===== config.mk =====
export PLATFORM = sky130hd
export DESIGN_NAME = lighting_next_state_logic
export DESIGN_NICKNAME = d
export VERILOG_FILES = /design/src/rtl/lighting_next_state_logic.sv
export SDC_FILE = /design/constraint.sdc
export NUM_CORES = 1
export LEC_CHECK = 0
export ABC_AREA = 1
export ABC_CLOCK_PERIOD_IN_PS = 2650
export BUFFER_PORTS_ARGS = -buffer_cell sky130_fd_sc_hd__buf_4
export CORE_MARGIN = 2
export CORE_UTILIZATION = 55
export CTS_CLUSTER_DIAMETER = 30
export DETAILED_ROUTE_END_ITERATION = 10
export GPL_TIMING_DRIVEN = 1
export PLACE_DENSITY = 0.81
export SYNTH_ARGS = -nofsm -noshare
export SYNTH_HDL_FRONTEND = slang
export SYNTH_SLANG_ARGS = --single-unit

===== constraint.sdc =====
create_clock -name Clock -period 2.65 [get_ports Clock]
set_input_delay 0.53 -clock Clock [delete_from_list [all_inputs] [get_ports Clock]]
set_output_delay 0.53 -clock Clock [all_outputs]
set_load 0.01 [all_outputs]

===== src/rtl/lighting_next_state_logic.sv =====
// Next-state and registered lamp-output logic for the automatic-lighting controller.
// Also synchronises and debounces the PIR sensor and times the HOLD and DIM dwell periods.
module lighting_next_state_logic #(
   parameter int HOLD_CYCLES     = 1000,
   parameter int DIM_CYCLES      = 500,
   parameter int DEBOUNCE_CYCLES = 4,
   parameter int TIMER_W         = 16
) (
   input  logic       Clock,
   input  logic       Reset,
   input  logic [1:0] Present_State,
   input  logic       Motion_Raw,
   input  logic       Dark,
   input  logic       Override,
   output logic [1:0] Next_State,
   output logic       Lamp_On,
   output logic       Lamp_Dim,
   output logic       Timeout_Pulse
);

   localparam int CNT_W = (DEBOUNCE_CYCLES > 1) ? $clog2(DEBOUNCE_CYCLES) : 1;

   typedef enum logic [1:0] {
      ST_IDLE = 2'b00,
      ST_ON   = 2'b01,
      ST_HOLD = 2'b10,
      ST_DIM  = 2'b11
   } state_t;

   state_t             present_st;
   state_t             next_st;
   logic               sync1;
   logic               sync2;
   logic               motion_db;
   logic [CNT_W-1:0]   db_cnt;
   logic [TIMER_W-1:0] timer;
   logic               timer_zero;
   logic               timeout_cause;

   assign present_st = state_t'(Present_State);
   assign Next_State = next_st;
   assign timer_zero = (timer == '0);

   always_ff @(posedge Clock or posedge Reset) begin
      if (Reset) begin
         sync1 <= 1'b0;
         sync2 <= 1'b0;
      end else begin
         sync1 <= Motion_Raw;
         sync2 <= sync1;
      end
   end

   // Motion_Db only flips after DEBOUNCE_CYCLES consecutive disagreeing samples.
   always_ff @(posedge Clock or posedge Reset) begin
      if (Reset) begin
         motion_db <= 1'b0;
         db_cnt    <= '0;
      end else if (sync2 != motion_db) begin
         if (db_cnt == CNT_W'(DEBOUNCE_CYCLES - 1)) begin
            motion_db <= ~motion_db;
            db_cnt    <= '0;
         end else begin
            db_cnt <= db_cnt + CNT_W'(1);
         end
      end else begin
         db_cnt <= '0;
      end
   end

   always_comb begin
      next_st       = present_st;
      timeout_cause = 1'b0;
      if (Reset) begin
         next_st = ST_IDLE;
      end else if (Override) begin
         next_st = ST_ON;
      end else begin
         case (present_st)
            ST_IDLE: next_st = (Dark && motion_db) ? ST_ON : ST_IDLE;
            ST_ON: begin
               if (!Dark)            next_st = ST_IDLE;
               else if (!motion_db)  next_st = ST_HOLD;
            end
            ST_HOLD: begin
               if (!Dark)            next_st = ST_IDLE;
               else if (motion_db)   next_st = ST_ON;
               else if (timer_zero) begin
                  next_st       = ST_DIM;
                  timeout_cause = 1'b1;
               end
            end
            ST_DIM: begin
               if (!Dark)            next_st = ST_IDLE;
               else if (motion_db)   next_st = ST_ON;
               else if (timer_zero) begin
                  next_st       = ST_IDLE;
                  timeout_cause = 1'b1;
               end
            end
            default: next_st = ST_IDLE;
         endcase
      end
   end

   // Loading N-1 on entry makes the dwell exactly N cycles, since the exit fires on zero.
   always_ff @(posedge Clock or posedge Reset) begin
      if (Reset) begin
         timer <= '0;
      end else if (next_st != present_st) begin
         case (next_st)
            ST_HOLD: timer <= TIMER_W'(HOLD_CYCLES - 1);
            ST_DIM:  timer <= TIMER_W'(DIM_CYCLES - 1);
            default: timer <= '0;
         endcase
      end else if (!timer_zero) begin
         timer <= timer - TIMER_W'(1);
      end
   end

   always_ff @(posedge Clock or posedge Reset) begin
      if (Reset) begin
         Lamp_On       <= 1'b0;
         Lamp_Dim      <= 1'b0;
         Timeout_Pulse <= 1'b0;
      end else begin
         Lamp_On       <= (next_st == ST_ON) || (next_st == ST_HOLD);
         Lamp_Dim      <= (next_st == ST_DIM);
         Timeout_Pulse <= timeout_cause;
      end
   end

endmodule


; Word-level counts from Yosys, hierarchy flattened
; Cells that the tools add are included.
[totals]
rom_bits = 0
mem_bits_rw = 0
out_inout_bits = 5
regBits = 24
n_memories = 0
latchBits = 0
[classes]
muxes = 23
shifts = 0
order_cmp = 0
mul = 0
reduce_logical = 6
n_eq_ne = 10
n_div = 0
addsub = 2
bitwise_logic = 1
[ops]
columns = operator, count
row1 = two-way mux 16 bit, 2
row2 = two-way mux 2 bit, 12
row3 = case mux 10 bit (2 select lines), 1
row4 = logical NOT 16 bit, 1
row5 = "subtractor 16 x 1 -> 16 bit, second input constant", 1
row6 = "equality test 2 bit, second input constant", 5
row7 = case mux 2 bit (4 select lines), 1
row8 = two-way mux 1 bit, 7
row9 = "equality test 2 x 1 -> 1 bit, second input constant", 2
row10 = "adder 2 x 1 -> 2 bit, second input constant", 1
row11 = logical NOT 2 bit, 1
row12 = "inequality test 2 x 1 -> 1 bit, second input constant", 1
row13 = inequality test 2 bit, 1
row14 = AND reduction 2 bit, 1
row15 = OR reduction 2 bit, 1
row16 = logical AND 1 bit, 1
row17 = logical OR 1 bit, 1
row18 = inequality test 1 bit, 1
row19 = inverter 1 bit, 1

; Longest topological paths before layout
; Gate-level depths: netlist of run 1.
[logic_depth]
word_depth = 10
ltp_mapped = 16
ltp_nobuf = 16

; Worst setup path after synthesis of run 1
; OpenSTA, ideal clock, no wires.
[synth_timing]
kind = register to register
start = reg timer[0]
end = reg timer[0]
setup_slack_ps = 515
n_path_buf = 0
arrival_ps = 2018
required_ps = 2533
setup_ps = 117
path_stages_with_launch = 16
cell_sequence = dfrtp_1 -> inv_1 -> ha_1 -> nand3_1 -> nor2_2 -> nand3_1 -> nand3_1 -> nand2_1 -> nand2_2 -> inv_1 -> ha_1 -> or2_2 -> nand2_4 -> nand2_1 -> nand2_1 -> nand2_1
[synth_via]
elab_chain_len = 10
elab_cells_between_ends = 18
classes_between = add/sub: 1 / eq/ne: 4 / mux: 12 / reduce/logical: 1
[synth_lines]
columns = item, line_no
row1 = "start, declared", 36  ; logic [TIMER_W-1:0] timer;
row2 = "start signal, assigned", 112  ; ST_HOLD: timer <= TIMER_W'(HOLD_CYCLES - 1);
row3 = "start signal, assigned", 113  ; ST_DIM: timer <= TIMER_W'(DIM_CYCLES - 1);
row4 = "start signal, assigned", 117  ; timer <= timer - TIMER_W'(1);
row5 = logical NOT 16 bit *, 42  ; assign timer_zero = (timer == '0);
row6 = two-way mux 2 bit (on tied branches), "96, 88"
row7 = two-way mux 2 bit (on tied branches), "95, 87"
row8 = two-way mux 2 bit (on tied branches), "94, 86"
row9 = case mux 2 bit (4 select lines) *, 79  ; case (present_st)
row10 = two-way mux 2 bit *, 76  ; end else if (Override) begin
row11 = two-way mux 2 bit *, 74  ; if (Reset) begin
row12 = net Next_State[0], 15  ; output logic [1:0] Next_State,
row13 = equality test 2 bit, 111  ; case (next_st)
row14 = case mux 10 bit (2 select lines), 111
row15 = two-way mux 16 bit, 110  ; end else if (next_st != present_st) begin
; The timed path passes the listed nets; every way through them passes the cells marked *. The select of a mux whose other input is x is not followed.
; A chain may end at the register's enable or synchronous reset.

; Worst setup path in the final report of run 1
[layout_timing]
start = reg timer[0]
end = out Next_State[0]
[layout_via]
elab_chain_len = 7
elab_cells_between_ends = 10
classes_between = mux: 9 / reduce/logical: 1
[layout_lines]
columns = item, line_no
row1 = logical NOT 16 bit *, 42
row2 = two-way mux 2 bit (on tied branches), "96, 88"
row3 = two-way mux 2 bit (on tied branches), "95, 87"
row4 = two-way mux 2 bit (on tied branches), "94, 86"
row5 = case mux 2 bit (4 select lines) *, 79
row6 = two-way mux 2 bit *, 76
row7 = two-way mux 2 bit *, 74
row8 = "end, declared", 15
; Every way passes the cells marked *; elsewhere a longest branch is shown, timed or not.

==> results of run 1 <==
## worst max-delay path: cells and delay by family, from the launching register on
| family | cells | cell delay, ns |
|---|---|---|
| fa+ha+maj | 1 | 0.22 |
| buf+inv | 3 | 0.30 |
| simple gates | 7 | 0.70 |
| flops | 1 | 0.40 |
## placed cells by master (no fill, tap or decap)
| cell type | count |
|---|---|
| nand2_4 | 1 |
| inv_1 | 18 |
| nand4_1 | 9 |
| o21ai_1 | 1 |
| nor3_1 | 3 |
| a21oi_1 | 10 |
| dfrtp_1 | 24 |
| nand2_1 | 29 |
| o21ai_0 | 3 |
| ha_1 | 4 |
| xnor2_1 | 7 |
| nand4_4 | 1 |
| nor2_1 | 25 |
| nand3_2 | 1 |
| a211oi_1 | 1 |
| nor2_2 | 3 |
| clkbuf_4 | 3 |
| xor2_1 | 6 |
| clkbuf_8 | 1 |
| nand3_1 | 7 |
| buf_4 | 15 |
| nand2_2 | 3 |
| clkinv_4 | 1 |
| or2_2 | 1 |
| nor4_1 | 2 |
## sequential cells by signal, indices dropped and copies added (netlist names)
signal and count:
timer 16, sync2 1, Lamp_On 1, motion_db 1, sync1 1, Timeout_Pulse 1, db_cnt 2, Lamp_Dim 1
## where the power goes
group	switching [W]	total (W)	internal, W
logic	0.000623	0.00103	0.000404
clock network	0.000106	0.000190	0.0000840
registers	0.000109	0.000598	0.000488
total	0.000838	0.00182	0.000977
## layer usage
metal  vias up  wire length (µm)  track usage
met4         0                25       0.0513
li1        559                 -            -
met1       522              1230        0.299
met2        37              1180        0.350
met5         -                 0            0
met3         4               174       0.0250
## layout make-up
class                   instances  area share
inverters                      19      0.0505
multi-input cells             117       0.430
repair buffers                 15      0.0746
flip-flops and latches         24       0.398
well taps                      28      0.0232
clock buffers                   4      0.0240
## stage by stage
stage,worst slack [ns],utilization
3_5_place_dp,0.336,0.648
2_1_floorplan,0.515,-
6_report,0.179,0.664
3_3_place_gp,0.463,0.648
5_1_grt,0.0403,0.664
4_1_cts,0.193,0.664
## path summary, 6_finish.rpt
| check | from | end | slack [ns] | depth (start not counted) |
|---|---|---|---|---|
| min reg2reg | sync1$_DFF_PP0_ | sync2$_DFF_PP0_ | 0.37 | 0 |
| max | timer[0]$_DFFE_PP0P_ | Next_State[0] | 0.18 | 11 |
| min in group Clock | Motion_Raw | sync1$_DFF_PP0_ | 0.32 | 1 |
| max in group asynchronous | Reset | timer[12]$_DFFE_PP0P_ | 2.16 | 3 |
| min | Reset | Lamp_On$_DFF_PP0_ | 0.10 | 2 |
| max reg2reg | timer[0]$_DFFE_PP0P_ | timer[0]$_DFFE_PP0P_ | 0.30 | 15 |
## kinds of logic (layout without fill, tap and decap cells)
| group | after synthesis | in the layout |
|---|---|---|
| and+or+nand+nor | 85 | 85 |
| DFF | 24 | 24 |
| buffers and inverters | 22 | 38 |
| AOI/OAI and AO/OA | 15 | 15 |
| xor gates and xnor gates | 13 | 13 |
| adders and majority gates | 4 | 4 |
==> impl_metrics.yaml, run 1 <==
pwr:
  vdd_drop_max_mv: 0.938
  p_per_area_nw_per_um2: 1200
  p_leak_nw: 0.799
  power_w: 0.00182
detailed_routing:
  via_per_inst: 5.42
  dr.pass1.iters: 4
  ant_nets: 0
  avgRoutedWirePerCell_um: 12.6
  drc: 0
  detail_route.iter0.violations: 56
  vias: 1122
  wirelength_um: 2620
logic_synthesis:
  yosysTopAreaCell: "dfrtp_1"
  ys_warn_count: 0
  synth_cells: 163
  ys.flop_type: "dfrtp_1"
  yosysMostFrequentCell: "nand2_1"
  seq_area_frac_synth: 0.444
  syn_area_per_cell_um2: 8.30
  synth_cell_types: 24
  synth_simple_gate_area_share: 0.302
  synth_top_family_by_area: "simple AND/OR/NAND/NOR gates"
  synth_xor_area_frac: 0.0842
  yosys-top-cells-area: "dfrtp_1 (44%), nand2_1 (8.0%), nor2_1 (6.9%)"
  synthMuxAreaShare: 0
  synth-edff-count: 0
  async_flop_share: 1.00
  yosysTopAreaCellShare: 0.444
  synthAdderAreaFrac: 0.0370
  synth.ff_latch_count: 24
  ys_top_cells_by_count: "nand2_1 (29), nor2_1 (25), dfrtp_1 (24)"
  synth_compound_area_frac: 0.0574
  syn_area_um2: 1350
  syn_nets: 174
floorplan:
  io_pins: 12
  dieHeight_um: 53.6
  die_area_um2: 2870
  start_util: 0.594
  die_w_um: 53.6
  num_rows: 17
  core-area_um2: 2280
timing:
  setup_tns_ns: 0
  tightest_slew_ns: 0.529
  period_share: 0.932
  clock.fmax_mhz: 405
  rsz0062_at_grt: "no"
  slew-limit-headroom: 0.644
  report.final.slew_viol_count: 0
  skew_ns: 0.0112
  min_period_ns: 2.47
  hold_ws_ns: 0.101
  setup_viol: 0
  hold_viol_final: 0
finish:
  multi_input_area_um2: 649
  diodes: 0
  finalNonFillerCells: 207
  final_area_um2: 1510
  synthToLayoutAreaGrowth_pct: 11.7
  register_area_um2: 601
  num-nets-final: 191
  layout-drive-gt1-share: 0.168
  fill_cells: 174
clock_network:
  cts_max_level: 1
  clock-root-buffer: "clkbuf_4"
  insertion_delay_ns: 0.32
  cts_tree: "yes"
  cts.sinks: 24
  cts_hold_buf: 0
  clk_pin_slew_ns: 0.13
  post_cts_buffers: 0
  clock_path_buffers: 2
  cts-buffers-inserted: 3
  post_cts_resized: 0
worst_setup_path:
  worstPathMaxFanout: 4
  worstSetupEndpointType: "output pin"
  critPathMaxStageDelay_ns: 0.40
  crit_chain: "inv_1, ha_1, nand2_2, nor2_1, nand2_1, nand2_1, nand3_1, nand2_1, nand2_2, inv_1, buf_4"
  crit_type: "flop to output pin"
  cp_slowest_cell: "dfrtp_1"
  required_ns: 2.12
  worstPathArrival_ns: 1.94
  setup.worst_path.start_class: "flop"
  crit_top_cell: "nand2_1"
place:
  dp.cells: 203
  dpl-instance-area_um2: 1470
  dp_hpwl_um: 2060
  io_buffers: 11
  place.gp.congestion: 0.890
worst_hold_path:
  hold_class: "input port to async pin"
global_route:
  grt_antenna_before_repair: 0
  grt_pass1_wl_um: 4420
  grt_pass1_vias: 1050
  grt_start_max_net_pins: 14
  grt_usage: 0.212
  grt_overflow: 0
job:
  maxCapViolations: 0
status:
  outcome: "finished, final reports clean"
Power figures use the tool's default switching activity.
==> run 2, diff against run 1 <==
--- a/config.mk
+++ b/config.mk
@@ -9,11 +9,11 @@
 export ABC_CLOCK_PERIOD_IN_PS = 2650
 export BUFFER_PORTS_ARGS = -buffer_cell sky130_fd_sc_hd__buf_4
 export CORE_MARGIN = 2
-export CORE_UTILIZATION = 55
+export CORE_UTILIZATION = 58
 export CTS_CLUSTER_DIAMETER = 30
 export DETAILED_ROUTE_END_ITERATION = 10
 export GPL_TIMING_DRIVEN = 1
-export PLACE_DENSITY = 0.81
+export PLACE_DENSITY = 0.84
 export SYNTH_ARGS = -nofsm -noshare
 export SYNTH_HDL_FRONTEND = slang
 export SYNTH_SLANG_ARGS = --single-unit
==> run 2 against run 1 <==
Net effect:
- clock power decreased by 17%
- hold slack better by 0.18 ns
- fmax rose by 3.0%
- core utilization up 1.3 points
==> impl_metrics.yaml, run 2 (synthesized netlist as in run 1, its figures left out) <==
global_route:
  grt_pass1_vias: 1077
  grt_usage: 0.232
  grt_antenna_before_repair: 0
  grt_overflow: 0
  grt_pass1_wl_um: 4600
  grt_start_max_net_pins: 14
clock_network:
  insertion_delay_ns: 0.31
  clk_pin_slew_ns: 0.12
  cts_max_level: 1
  cts.sinks: 24
  post_cts_buffers: 0
  clock_path_buffers: 2
  cts_hold_buf: 0
  cts-buffers-inserted: 3
  cts_tree: "yes"
  post_cts_resized: 0
  clock-root-buffer: "clkbuf_4"
pwr:
  vdd_drop_max_mv: 0.664
  p_per_area_nw_per_um2: 1190
  p_int_w: 0.000946
  p_clk_frac: 0.088
  seq_power_share: 0.337
  p_switching_w: 0.000839
  p_leak_nw: 0.792
  combPwrFrac: 0.575
  swShare: 0.470
timing:
  min_period_ns: 2.40
  clock.fmax_mhz: 417
  setup_viol: 0
  report.final.slew_viol_count: 0
  slew-limit-headroom: 0.626
  period_share: 0.905
  rsz0062_at_grt: "no"
  tightest_slew_ns: 0.557
  hold_viol_final: 0
  hold_ws_ns: 0.284
  setup_tns_ns: 0
  skew_ns: 0.00503
finish:
  largestRegisters: "timer x16, db_cnt x2"
  num-nets-final: 191
  synthToLayoutAreaGrowth_pct: 10.6
  finalNonFillerCells: 206
  regMostFlops: "timer"
  fin_util: 0.676
  final_area_um2: 1500
  largest_reg_flops: 16
  diodes: 0
  mostFrequentLayoutCells: "nand2_1 (29), nor2_1 (25), dfrtp_1 (24)"
  layout-drive-gt1-share: 0.163
  final_common_cell: "nand2_1"
detailed_routing:
  ant_nets: 0
  avgRoutedWirePerCell_um: 13.2
  drc: 0
  vias: 1140
  dr.pass1.iters: 4
  via_per_inst: 5.53
  detail_route.iter0.violations: 42
  wirelength_um: 2720
place:
  place.gp.congestion: 0.895
  dp_hpwl_um: 2100
  io_buffers: 11
  dpl-instance-area_um2: 1470
  dp.cells: 203
worst_hold_path:
  hold_class: "input port to async pin"
worst_setup_path:
  crit_type: "flop to output pin"
  required_ns: 2.12
  crit_chain: "inv_1, ha_1, nand2_2, nor2_1, nand2_1, nand2_1, nand3_1, nand2_1, nand2_2, inv_1, buf_4"
  worstSetupEndpointType: "output pin"
  crit_buf_inv: 3
  setup.worst_path.start_class: "flop"
  cp_slowest_cell: "dfrtp_1"
  crit_top_cell: "nand2_1"
  worstPathArrival_ns: 1.87
  critPathMaxStageDelay_ns: 0.41
  crit_family: "simple AND/OR/NAND/NOR gates"
  worstPathMaxFanout: 4
job:
  maxCapViolations: 0
floorplan:
  dieHeight_um: 52.3
  die_w_um: 52.3
  core-area_um2: 2210
  die_area_um2: 2730
  start_util: 0.611
  io_pins: 12
  num_rows: 17
status:
  outcome: "finished, final reports clean"
## run 2: changes by cell type in the layout (fill, tap and decap cells not counted), sizes merged
cell | previous run | this run
clkbuf | 4 | 3
## run 2: routing by layer
metal  share of wire  track usage  wire length, µm  vias up
met1            0.43        0.285             1170      534
met4           0.022        0.128               59        0
met3           0.038       0.0314              102        9
li1                -            -                -      558
met5               0            0                0        -
met2            0.51        0.388             1380       39
## run 2: final timing paths
check | startpoint | end | slack (ns) | cells past startpoint
setup / recovery | timer[0]$_DFFE_PP0P_ | Next_State[0] | 0.25 | 11
max in group asynchronous | Reset | timer[2]$_DFFE_PP0P_ | 2.21 | 3
setup reg to reg | timer[0]$_DFFE_PP0P_ | timer[0]$_DFFE_PP0P_ | 0.35 | 15
hold reg to reg | sync1$_DFF_PP0_ | sync2$_DFF_PP0_ | 0.39 | 0
hold / removal | Reset | db_cnt[0]$_DFF_PP0_ | 0.28 | 3
min in group Clock | Motion_Raw | sync1$_DFF_PP0_ | 0.31 | 1
## run 2: worst min-delay path, stage by stage
cell and delay, ns:
buf_4 0.11, inv_1 0.10, buf_4 0.22
## run 2: through the flow
step / power, W / worst slack (ns)
after floorplan: 0.00141 / 0.515
after global placement: 0.00158 / 0.468
after detailed placement: 0.00162 / 0.364
after CTS: 0.00179 / 0.243
after global routing: 0.00196 / 0.0724
final: 0.00178 / 0.251
## run 2: area by class of cell
class / count / area, µm²
Inverter: 19 / 76.3
Clock buffer: 3 / 22.5
Timing Repair Buffer: 15 / 113
Fill cell: 182 / 716
Sequential cell: 24 / 601
Tap cell: 28 / 35.0
Multi-Input combinational cell: 117 / 649
## run 2: power by group through the flow
stage	logic (W)	clock network, W	registers [W]
floorplan	0.000829	0	0.000583
global placement	0.000985	0	0.000600
detailed placement	0.00102	0	0.000606
CTS	0.00103	0.000161	0.000600
global route	0.00117	0.000173	0.000618
finish	0.00103	0.000157	0.000601
==> run 3, diff against run 2 <==
==> constraint.sdc (replaced) <==
create_clock -name Clock -period 2.65 [get_ports Clock]
set_input_delay 0.1325 -clock Clock [delete_from_list [all_inputs] [get_ports Clock]]
set_output_delay 0.1325 -clock Clock [all_outputs]
set_load 0.01 [all_outputs]
==> run 3 against run 2 <==
Net effect:
- clock-buffer cell count is 1 higher
- combinational power hardly changed
- die area stayed put
- flip-flop and latch count stayed put
- first-iteration DRC count is 43% lower
- cell area is 1.3% higher
- sequential power is 0.7% higher
- fmax is 0.30% lower
- register-to-register slack worse by 0.11 ns
- wire length is 3.5% higher
- power is 2.9% higher
- sequential share of layout area is 0.50 points lower
==> impl_metrics.yaml, run 3 (synthesized netlist as in run 1, its figures left out) <==
worst_hold_path:
  hold_class: "input port to flop"
  hp-start: "Present_State[1]"
worst_setup_path:
  crit_chain: "inv_1, ha_1, nand2_2, nor2_1, nand2_1, o21ai_1, inv_1, nand2_1, nand2_1, nand3_2, nand2_4, nand2_1, nand2_1, nand2_1"
  critPathMaxStageDelay_ns: 0.38
  worstSetupEndpointType: "flop"
  crit_path_start: "timer[0]$_DFFE_PP0P_"
  crit_type: "flop to flop"
  r2r-start: "timer[0]$_DFFE_PP0P_"
  worstPathArrival_ns: 2.63
  cp_slowest_cell: "dfrtp_1"
  worstPathMaxFanout: 11
  setup.worst_path.start_class: "flop"
  required_ns: 2.87
  crit_top_cell: "nand2_1"
timing:
  rsz0062_at_grt: "no"
  setup_viol: 0
  period_share: 0.908
  min_period_ns: 2.41
  hold_ws_ns: 0.110
  report.final.slew_viol_count: 0
  setup_tns_ns: 0
  slew-limit-headroom: 0.569
  tightest_slew_ns: 0.640
  hold_viol_final: 0
  skew_ns: 0.00232
  clock.fmax_mhz: 416
clock_network:
  cts-buffers-inserted: 3
  clock-root-buffer: "clkbuf_4"
  cts_hold_buf: 2
  post_cts_buffers: 0
  insertion_delay_ns: 0.31
  cts_tree: "yes"
  clk_pin_slew_ns: 0.13
  clock_path_buffers: 2
  cts_max_level: 1
  post_cts_resized: 0
  cts.sinks: 24
status:
  outcome: "finished, final reports clean"
finish:
  regMostFlops: "timer"
  mostFrequentLayoutCells: "nand2_1 (29), nor2_1 (25), dfrtp_1 (24)"
  diodes: 0
  largest_reg_flops: 16
  multi_input_area_um2: 649
  fill_cells: 183
  synthToLayoutAreaGrowth_pct: 12.0
  final_common_cell: "nand2_1"
  num-nets-final: 191
  largestRegisters: "timer x16, db_cnt x2"
  register_area_um2: 601
  layout-drive-gt1-share: 0.156
floorplan:
  die_area_um2: 2730
  start_util: 0.611
  io_pins: 12
  num_rows: 17
  core-area_um2: 2210
  die_w_um: 52.3
  dieHeight_um: 52.3
detailed_routing:
  ant_nets: 0
  vias: 1132
  avgRoutedWirePerCell_um: 13.6
  wirelength_um: 2810
  drc: 0
  via_per_inst: 5.47
  dr.pass1.iters: 4
  detail_route.iter0.violations: 24
pwr:
  p_leak_nw: 0.797
  p_per_area_nw_per_um2: 1210
  vdd_drop_max_mv: 0.706
place:
  io_buffers: 11
  place.gp.congestion: 0.929
  dp_hpwl_um: 2220
global_route:
  grt_pass1_wl_um: 5060
  grt_overflow: 0
  grt_start_max_net_pins: 15
  grt_pass1_vias: 1134
  grt_antenna_before_repair: 0
  grt_usage: 0.253
job:
  maxCapViolations: 0
run 3: changes by cell type in the layout (fill, tap and decap cells not counted):
cell	change
dlygate4sd3_1	+2
clkbuf_8	+1
buf_4	-2
run 3: metrics by stage:
step / setup WS [ns] / area, µm² / total power [W] / util / std cells
final: 0.244 / 1520 / 0.00184 / 0.685 / 207
after global routing: 0.0455 / 1520 / 0.00200 / 0.685 / 207
after CTS: 0.284 / 1520 / 0.00183 / 0.685 / 207
after detailed placement: 0.304 / 1460 / 0.00163 / 0.660 / 201
after global placement: 0.425 / 1460 / 0.00158 / 0.660 / 201
after floorplan: 0.515 / 1350 / 0.00141 / - / 163
run 3: cell type report:
cell class              count  share of cell area
repair buffers             15              0.0776
inverters                  19              0.0504
multi-input cells         117               0.429
well taps                  28              0.0231
flip-flops and latches     24               0.396
clock buffers               4              0.0239
run 3: worst max-delay path, delay by kind of cell (launching register included):
kind            cells  cell delay (ns)
compound gates      1             0.07
fa+ha+maj           1             0.25
buf+inv             2             0.22
flops               1             0.38
simple gates       10             1.39
run 3: routing by layer:
layer / routed length, µm / vias up / GRT usage
met5: 0 / - / 0
met4: 60 / 0 / 0.111
met3: 93 / 7 / 0.0314
met2: 1460 / 32 / 0.458
met1: 1200 / 538 / 0.295
li1: - / 555 / -
run 3: final timing paths:
path	to	slack, ns	depth (start not counted)
worst min register to register	sync2$_DFF_PP0_	0.37	0
worst max-delay path	timer[0]$_DFFE_PP0P_	0.24	14
min in group asynchronous	timer[14]$_DFFE_PP0P_	0.41	3
max in group asynchronous	timer[2]$_DFFE_PP0P_	1.67	4
worst min-delay path	Timeout_Pulse$_DFF_PP0_	0.11	3
worst max register to register	timer[0]$_DFFE_PP0P_	0.24	14
run 3: report_power, final:
group / total (W) / internal [W] / switching (W)
combinational: 0.00104 / 0.000405 / 0.000634
clock: 0.000192 / 0.0000840 / 0.000108
sequential: 0.000605 / 0.000488 / 0.000116
